<file path="config.mk">
export PLATFORM = sky130hd
export DESIGN_NAME = link_scheduler
export DESIGN_NICKNAME = d
export VERILOG_FILES = /design/src/rtl/link_scheduler.sv
export SDC_FILE = /design/constraint.sdc
export NUM_CORES = 1
export LEC_CHECK = 0
export BUFFER_PORTS_ARGS = -buffer_cell sky130_fd_sc_hd__buf_2
export CAP_MARGIN = 20
export CORE_MARGIN = 2
export CORE_UTILIZATION = 65
export CTS_CLUSTER_SIZE = 12
export DETAILED_ROUTE_END_ITERATION = 10
export GPL_TIMING_DRIVEN = 1
export PLACE_DENSITY_LB_ADDON = 0.3
export SYNTH_ARGS = -nofsm -noshare
export SYNTH_HDL_FRONTEND = slang
export SYNTH_SLANG_ARGS = --single-unit
</file>
<file path="constraint.sdc">
create_clock -name i_clk -period 6.1 [get_ports i_clk]
set_input_delay 0.61 -clock i_clk [delete_from_list [all_inputs] [get_ports i_clk]]
set_output_delay 0.61 -clock i_clk [all_outputs]
set_load 0.1 [all_outputs]
</file>
<file path="src/rtl/link_scheduler.sv">
// link_scheduler
// ------------------------------------------------------------------------------
// Sequences one command/reply exchange on a half-duplex link:
//   IDLE -> TX -> GUARD -> LISTEN -> RECEIVE -> T2 -> IDLE
// A single 16-bit down-counter times GUARD, LISTEN, RECEIVE (per bit) and T2.
// All outputs are registered. They change on the same edge as the state
// register, so each output always matches the state it is observed in.
//
// Optional feature (macro LINK_SCHEDULER_RETRY_EN):
//   defined   - a failed exchange is retransmitted up to MAX_RETRIES times
//               (T2 -> TX, no new cmd_ack). reply_fail pulses only once the
//               retries are used up.
//   undefined - every failure pulses reply_fail, and o_retry_cnt stays 0.
//
// Ports
//   i_clk, i_rst           clock, asynchronous active-high reset
//   i_cmd_req / o_cmd_ack  command handshake; i_reply_len is latched with ack
//   o_tx_en, i_tx_done     TX path enable, end-of-transmission pulse
//   o_rx_en                RX path enable (low holds the RX chain in reset)
//   i_preamble_detected    preamble pulse, accepted only in LISTEN
//   i_bit_vld, i_crc_ok    reply bit strobe, CRC result valid with last bit
//   o_reply_ok/o_reply_fail  one-cycle result pulses
//   o_retry_cnt            retransmissions used by the current command
//   o_busy                 high in every state except IDLE
//   o_state                debug view of the FSM state register
//
// Handshake: i_cmd_req is a request level that the requester holds until it
// sees o_cmd_ack. o_cmd_ack is a one-cycle pulse, issued only from IDLE, in
// the first TX cycle. The requester drops i_cmd_req once it sees the ack.
// i_cmd_req is ignored in every other state.
module link_scheduler #(
  parameter int T_GUARD     = 100,
  parameter int RX_TIMEOUT  = 2000,
  parameter int BIT_TIMEOUT = 200,
  parameter int T2_WAIT     = 300,
  parameter int MAX_RETRIES = 3
) (
  input  logic       i_clk,
  input  logic       i_rst,
  input  logic       i_cmd_req,
  input  logic [7:0] i_reply_len,
  output logic       o_cmd_ack,
  output logic       o_tx_en,
  input  logic       i_tx_done,
  output logic       o_rx_en,
  input  logic       i_preamble_detected,
  input  logic       i_bit_vld,
  input  logic       i_crc_ok,
  output logic       o_reply_ok,
  output logic       o_reply_fail,
  output logic [1:0] o_retry_cnt,
  output logic       o_busy,
  output logic [2:0] o_state
);

  typedef enum logic [2:0] {
    S_IDLE    = 3'd0,
    S_TX      = 3'd1,
    S_GUARD   = 3'd2,
    S_LISTEN  = 3'd3,
    S_RECEIVE = 3'd4,
    S_T2      = 3'd5
  } state_t;

  state_t      r_state;
  logic [15:0] r_cnt;
  logic [7:0]  r_bits;
  logic [7:0]  r_len;
  logic [1:0]  r_retry_cnt;
  logic        r_retry_pend;
  logic        r_cmd_ack;
  logic        r_tx_en;
  logic        r_rx_en;
  logic        r_reply_ok;
  logic        r_reply_fail;
  logic        r_busy;

  logic [7:0]  w_bits_next;
  logic        w_last;
  logic        w_fail;
  logic        w_can_retry;

  assign w_bits_next = r_bits + 8'd1;
  assign w_last      = (w_bits_next == r_len);

  // A strobe that arrives together with counter expiry wins over the
  // timeout, so the timeout terms require the strobe to be absent.
  assign w_fail = ((r_state == S_LISTEN) && !i_preamble_detected && (r_cnt == 16'd0)) ||
                  ((r_state == S_RECEIVE) &&
                   ((i_bit_vld && w_last && !i_crc_ok) ||
                    (!i_bit_vld && (r_cnt == 16'd0))));

`ifdef LINK_SCHEDULER_RETRY_EN
  assign w_can_retry = (r_retry_cnt < 2'(MAX_RETRIES));
`else
  assign w_can_retry = 1'b0;
`endif

  always_ff @(posedge i_clk or posedge i_rst) begin
    if (i_rst) begin
      r_state      <= S_IDLE;
      r_cnt        <= 16'd0;
      r_bits       <= 8'd0;
      r_len        <= 8'd0;
      r_retry_cnt  <= 2'd0;
      r_retry_pend <= 1'b0;
      r_cmd_ack    <= 1'b0;
      r_tx_en      <= 1'b0;
      r_rx_en      <= 1'b0;
      r_reply_ok   <= 1'b0;
      r_reply_fail <= 1'b0;
      r_busy       <= 1'b0;
    end else begin
      r_cmd_ack    <= 1'b0;
      r_reply_ok   <= 1'b0;
      r_reply_fail <= 1'b0;

      case (r_state)
        S_IDLE: begin
          if (i_cmd_req) begin
            r_cmd_ack    <= 1'b1;
            r_len        <= i_reply_len;
            r_retry_cnt  <= 2'd0;
            r_retry_pend <= 1'b0;
            r_state      <= S_TX;
            r_tx_en      <= 1'b1;
            r_busy       <= 1'b1;
          end
        end
        S_TX: begin
          if (i_tx_done) begin
            r_state <= S_GUARD;
            r_tx_en <= 1'b0;
            r_cnt   <= 16'(T_GUARD - 1);
          end
        end
        S_GUARD: begin
          if (r_cnt == 16'd0) begin
            r_state <= S_LISTEN;
            r_rx_en <= 1'b1;
            r_cnt   <= 16'(RX_TIMEOUT - 1);
          end else begin
            r_cnt <= r_cnt - 16'd1;
          end
        end
        S_LISTEN: begin
          if (i_preamble_detected) begin
            if (r_len == 8'd0) begin
              // Zero-length reply: the preamble alone completes it.
              r_reply_ok <= 1'b1;
              r_state    <= S_T2;
              r_rx_en    <= 1'b0;
              r_cnt      <= 16'(T2_WAIT - 1);
            end else begin
              r_state <= S_RECEIVE;
              r_bits  <= 8'd0;
              r_cnt   <= 16'(BIT_TIMEOUT - 1);
            end
          end else if (r_cnt != 16'd0) begin
            r_cnt <= r_cnt - 16'd1;
          end
        end
        S_RECEIVE: begin
          if (i_bit_vld) begin
            r_bits <= w_bits_next;
            if (w_last) begin
              if (i_crc_ok) begin
                r_reply_ok <= 1'b1;
                r_state    <= S_T2;
                r_rx_en    <= 1'b0;
                r_cnt      <= 16'(T2_WAIT - 1);
              end
            end else begin
              r_cnt <= 16'(BIT_TIMEOUT - 1);
            end
          end else if (r_cnt != 16'd0) begin
            r_cnt <= r_cnt - 16'd1;
          end
        end
        S_T2: begin
          if (r_cnt == 16'd0) begin
            if (r_retry_pend) begin
              r_retry_pend <= 1'b0;
              r_state      <= S_TX;
              r_tx_en      <= 1'b1;
            end else begin
              r_state <= S_IDLE;
              r_busy  <= 1'b0;
            end
          end else begin
            r_cnt <= r_cnt - 16'd1;
          end
        end
        default: begin
          r_state <= S_IDLE;
          r_tx_en <= 1'b0;
          r_rx_en <= 1'b0;
          r_busy  <= 1'b0;
        end
      endcase

      // Failure handling is shared by LISTEN and RECEIVE. It comes after the
      // case statement so that it overrides the state and counter updates.
      if (w_fail) begin
        r_state <= S_T2;
        r_rx_en <= 1'b0;
        r_cnt   <= 16'(T2_WAIT - 1);
        if (w_can_retry) begin
          r_retry_cnt  <= r_retry_cnt + 2'd1;
          r_retry_pend <= 1'b1;
        end else begin
          r_reply_fail <= 1'b1;
        end
      end
    end
  end

  assign o_cmd_ack    = r_cmd_ack;
  assign o_tx_en      = r_tx_en;
  assign o_rx_en      = r_rx_en;
  assign o_reply_ok   = r_reply_ok;
  assign o_reply_fail = r_reply_fail;
  assign o_retry_cnt  = r_retry_cnt;
  assign o_busy       = r_busy;
  assign o_state      = r_state;

endmodule
</file>
==> impl_metrics.ini, run 1 <==
[synthesis]
synth_ff_type = dfrtp_1
syn_area_per_cell_um2 = 8.230
synthArstFlopShare_pct = 100.0
synth_edf_count = 0
yosys_warnings = 0
seq_area_frac_synth_pct = 35.12
syn-cell-area_um2 = 2922
syn_inst = 355
synth_cell_type_count = 66
synth_seq_cells = 41

[timing]
tns_ns = 0
fmax_mhz = 283.1
fin_crit_sh_pct = 57.90
layout_min_cycle_time_ns = 3.532
report.final.hold_viol_count = 0
worstMarginPinSlew_ns = 0.9224
setup_viol = 0
max-slew-margin-rel_pct = 38.51
skew_ns = 0.006980
holdWs_ns = 0.4309
report.final.slew_viol_count = 0
rsz0062_at_grt = no

[drt]
drc = 0
vias_per_cell = 6.742
postRouteAntennaNets = 0
num_vias = 2825
drt_iter0_markers = 266
drt_pass1_iterations = 5
wl_per_cell_um = 16.99
totalWireLength_um = 7120

[layout]
fin_util_pct = 71.47
num_antenna_cells = 0
layout-drive-gt1-share_pct = 14.71
finalNetCount = 384
fill_cells = 344
fin_cells = 419
area_growth_pct = 6.509

[power]
combPwrFrac_pct = 54.8
intPower_mw = 0.7210
power_mw = 1.487
p_sw_mw = 0.7662
sw_frac_of_total_pct = 51.52
p_leak_nw = 1.281
pwr-share-clk_pct = 12.6
p_seq_share_pct = 32.6
peakVddDrop_uv = 359.4
power_density_nw_per_um2 = 477.9

[floorplanning]
die_y_um = 71.04
dieArea_um2 = 5047
io-pin-count = 26
initial_core_util_pct = 67.10
fp-row-count = 24
die_x_um = 71.04
coreArea_um2 = 4354

[grt]
grt_max_degree = 42
grt_pass1_vias = 2507
antenna_found_initial = 0
grt_pass1_wl_um = 11970
grt_overflow = 0
track_usage_pct = 29.71

[setup_path]
cp_slowest_cell = or3b_2
worstPathArrival_ns = 3.71
crit_type = flop to flop
slowest_delay_ns = 0.52
worstPathRequired_ns = 6.28
crit_path_start_kind = flop
crit_top_cell = ha_1
cpLargestDelayFamily = simple AND/OR/NAND/NOR gates
cp_max_fo = 15
cp-end-kind = flop
path_buf_inv = 2
crit_chain = inv_1 > ha_1 > or3b_2 > nor4_4 > and2_1 > inv_2 > ha_1 > o311ai_0 > o21ai_0 > o32a_1

[clock_network]
cts_tree = built
clkTransAtPathRegs_ns = 0.08
postCtsSetupRepairBufs = 0
cts_hold_buffers = 0
htree_levels = 2
clock_latency_ns = 0.30
clock_path_buffers = 2
root_buffer = clkbuf_8
numClockSinks = 41
numCtsBuffers = 5
post_cts_resized = 0

[placed_design]
dp.cells = 411
dp_hpwl_um = 5132
gp_congestion = 0.9607
portBuffers = 23

[job]
drv_cap = 0

[run_status]
status = finished clean

[worst_hold_path]
hold_path.class = input port to asynchronous set/reset pin
-- metal layers --
layer | up-vias | global-route usage, % | share of wire (%)
met4 | 0 | 9.224 | 1.6
met5 | - | 0 | 0
met3 | 15 | 5.698 | 8.6
met1 | 1319 | 43.39 | 45
li1 | 1338 | - | -
met2 | 153 | 45.07 | 45
-- state kept, by name, indices dropped and copies added, names as in the netlist --
signal	count
r_cnt	16
r_bits	8
r_len	8
o_state	3
o_busy	1
o_cmd_ack	1
o_reply_fail	1
o_reply_ok	1
o_rx_en	1
o_tx_en	1
-- path summary, 6_finish.rpt --
check | from | to | slack [ns] | depth (start not counted)
max in group asynchronous | i_rst | r_cnt[1] | 5.31 | 3
max | r_cnt[0] | r_cnt[0] | 2.57 | 10
min | i_rst | r_bits[0] | 0.43 | 3
min reg2reg | r_cnt[11] | r_cnt[11] | 0.52 | 2
max reg2reg | r_cnt[0] | r_cnt[0] | 2.57 | 10
min in group i_clk | r_cnt[11] | r_cnt[11] | 0.52 | 2
-- worst reg2reg max path, delay by kind of cell (launching register included) --
kind                     cells  cell delay [ns]
AND/OR/NAND/NOR              3             1.36
AO/OA/AOI/OAI                3             0.75
adder cells (fa/ha/maj)      2             0.55
flip-flops                   1             0.44
buffers and inverters        2             0.32
-- layout by cell type, fill, tap and decap left out, types with 3 or more instances in the layout --
master	n
mux2_2	8
o31ai_1	8
dfrtp_1	41
a31oi_1	4
xor2_1	4
nand2b_1	6
ha_1	3
inv_1	9
a211o_1	3
a211oi_1	3
a21oi_1	18
or3_1	7
or4_1	5
clkbuf_8	6
o21ai_1	3
nor3_1	19
nor2_1	36
buf_4	3
buf_2	23
and3_1	5
nor4_1	7
o21ai_0	45
xnor2_1	9
nand2_1	25
nand3_1	12
-- Yosys cell counts (all sizes together) (3+ instances only) --
library cell	count	area share, %
nand3	12	2.1
inv	10	1.3
o32ai	3	1.5
o31ai	8	2.1
xor2	4	1.2
nand2b	6	1.3
buf	11	2.3
a31oi	4	0.86
a211o	3	0.90
ha	3	1.3
a21oi	18	3.1
xnor2	9	2.7
a211oi	3	0.77
clkbuf	12	1.5
nor2	36	4.6
or4	6	1.7
nor4	8	2.2
o21ai	48	8.2
mux2	8	3.1
dfrtp	41	35
and3	6	1.5
nor3	20	3.6
nand2	25	3.2
or3	7	1.5
-- final cells by class --
| type | instances | area [um^2] | area share, % |
|---|---|---|---|
| Timing Repair Buffer | 26 | 137.6 | 4.423 |
| Tap cell | 52 | 65.06 | 2.091 |
| Multi-Input combinational cell | 281 | 1745 | 56.09 |
| Clock buffer | 6 | 82.58 | 2.654 |
| Inverter | 11 | 41.29 | 1.327 |
| Clock inverter | 2 | 13.76 | 0.4423 |
| Sequential cell | 41 | 1026 | 32.97 |
-- metrics by stage --
stage,setup slack (ns),instance area [um^2]
2_1_floorplan,3.124,2925
3_3_place_gp,2.772,3015
3_5_place_dp,2.620,3015
4_1_cts,2.613,3112
5_1_grt,2.375,3112
6_report,2.568,3112
-- kinds of logic after synthesis --
group / count (synthesis) / share of synthesized area [%]
and+or+nand+nor: 138 / 24.67
AOI/OAI and AO/OA: 116 / 26.21
DFF: 41 / 35.12
buffers and inverters: 34 / 5.267
xor gates and xnor gates: 13 / 3.897
muxes: 9 / 3.426
adders and majority gates: 3 / 1.285
other: 1 / 0.1284
-- power by group through the flow --
stage               logic, mW  clock network, mW  registers (mW)
global route            0.891              0.201           0.500
floorplan               0.551                  0           0.562
detailed placement      0.802                  0           0.484
finish                  0.815              0.188           0.484
global placement        0.791                  0           0.479
CTS                     0.805              0.191           0.479
Power figures use the tool's default switching activity.
==> run 2, diff against run 1 <==
- CORE_UTILIZATION: 65 -> 60
- clock period: 6.1 -> 3.3 ns (I/O delays scaled with it)
==> impl_metrics.ini, run 2 (synthesis gave the netlist of run 1 again) <==
[drt]
drt_iter0_markers = 273
wl_per_cell_um = 17.37
drc = 0
num_vias = 2908
drt_pass1_iterations = 4
postRouteAntennaNets = 0
totalWireLength_um = 7712
vias_per_cell = 6.550

[clock_network]
numClockSinks = 41
numCtsBuffers = 5
cts_tree = built
root_buffer = clkbuf_8
clock_path_buffers = 2
clkTransAtPathRegs_ns = 0.09
clock_latency_ns = 0.30
htree_levels = 2
cts_hold_buffers = 0

[setup_path]
reg2reg_depth = 10
crit_type = flop to flop
cp_max_fo = 6
timing.reg2reg.setup_slack_ns = 0.28
r2r-start = r_cnt[1]
worstPathRequired_ns = 3.49
r2r-end = r_cnt[0]
worstPathArrival_ns = 3.21
crit_path_start_kind = flop
cp-end-kind = flop

[layout]
num_antenna_cells = 0
finalNetCount = 394
fin_cells = 444
fill_cells = 396
reg_top3 = r_cnt (16), r_bits (8), r_len (8)
final_common_cell = o21ai_0
area_growth_pct = 9.550
final_cell_mix = 45 x o21ai_0, 41 x dfrtp_1, 36 x nor2_1, 25 x nand2_1, 23 x buf_2
design_area_um2 = 3201
largest_register = r_cnt
largest_reg_flops = 16
layout-drive-gt1-share_pct = 16.98

[timing]
tns_ns = 0
rsz0062_at_grt = no
report.final.slew_viol_count = 0
fin_crit_sh_pct = 91.61
holdWs_ns = 0.1433
report.final.hold_viol_count = 0
worstMarginPinSlew_ns = 1.115
max-slew-margin-rel_pct = 24.99
fmax_mhz = 330.8
setup_viol = 0
skew_ns = 0.007240
layout_min_cycle_time_ns = 3.023

[placed_design]
post_dp_cell_area_um2 = 3109
gp_congestion = 1.071
dp.cells = 436
dp_hpwl_um = 5564
portBuffers = 23

[grt]
busiest_layer = met2
track_usage_pct = 30.94
antenna_found_initial = 0
met2_usage_pct = 46.92
met3_usage_pct = 6.447
grt_max_degree = 42
grt_overflow = 0
grt_pass1_vias = 2682
grtUsageMet1_pct = 43.39
grt_pass1_wl_um = 12910

[floorplanning]
dieArea_um2 = 5443
fp-row-count = 25
die_y_um = 73.78
die_x_um = 73.78
io-pin-count = 26
initial_core_util_pct = 61.85
coreArea_um2 = 4723

[power]
p_leak_nw = 1.313
peakVddDrop_uv = 851.7
power_density_nw_per_um2 = 886.0

[worst_hold_path]
hold_path.class = input port to asynchronous set/reset pin

[job]
drv_cap = 0

[run_status]
status = finished clean
==> run 2: cell types whose count changed in the layout (fill, tap and decap cells not counted), sizes merged <==
cell,delta
buf,+10
clkinvlp,+2
clkinv,-1
inv,-1
==> run 2: worst max-delay path, cell delays in order, from the launching register on <==
cell and delay [ns]:
dfrtp_1 0.45, inv_1 0.08, ha_1 0.24, or3b_2 0.53, nor4_4 0.34, and2_1 0.21
inv_2 0.05, ha_1 0.28, o311ai_0 0.27, o21ai_0 0.13, o32a_1 0.33
==> run 2: area by class of cell <==
cell class                 instances  area, um^2  area share, %
multi-input combinational        281        1749          54.65
sequential                        41        1026          32.06
clock inverter                     2       15.01         0.4691
timing repair buffer              36       212.7          6.646
tap                               67       83.83          2.619
clock buffer                       6       72.57          2.267
inverter                          11       41.29          1.290
==> run 2: what timing repair did <==
item                       CTS  global route
setup buffers                0             0
resized for setup            0             1
setup endpoints to repair    0             1
==> run 2: where the power goes <==
part	leakage [nW]	total (mW)	switching, mW	internal (mW)
Clock	0.0374	0.335	0.186	0.149
Combinational	0.751	1.63	1.05	0.577
Sequential	0.525	0.869	0.225	0.645
==> run 2: per-stage QoR <==
step                util [%]  worst slack (ns)  power [mW]
floorplan                  -            0.3239       2.058
CTS                    67.68            0.2570       2.799
global placement       65.83            0.3957       2.440
global route           67.76            0.1052       3.026
finish                 67.76            0.2770       2.836
detailed placement     65.83            0.2803       2.461
==> run 2: worst max-delay path by stage <==
stage                   from  cells after the start  endpoint  slack, ns
global placement    r_cnt[0]                     10  r_cnt[0]       0.40
detailed placement  r_cnt[0]                     10  r_cnt[9]       0.28
finish              r_cnt[1]                     10  r_cnt[0]       0.28
floorplan           r_cnt[0]                     12  r_cnt[0]       0.32
CTS                 r_cnt[0]                     10  r_cnt[9]       0.26
global route        r_cnt[0]                     10  r_cnt[9]       0.11
==> run 2: metal layers <==
| layer | routed length, um | up-vias |
|---|---|---|
| li1 | - | 1359 |
| met3 | 637 | 22 |
| met4 | 181 | 0 |
| met5 | 0 | - |
| met1 | 3428 | 1381 |
| met2 | 3465 | 146 |
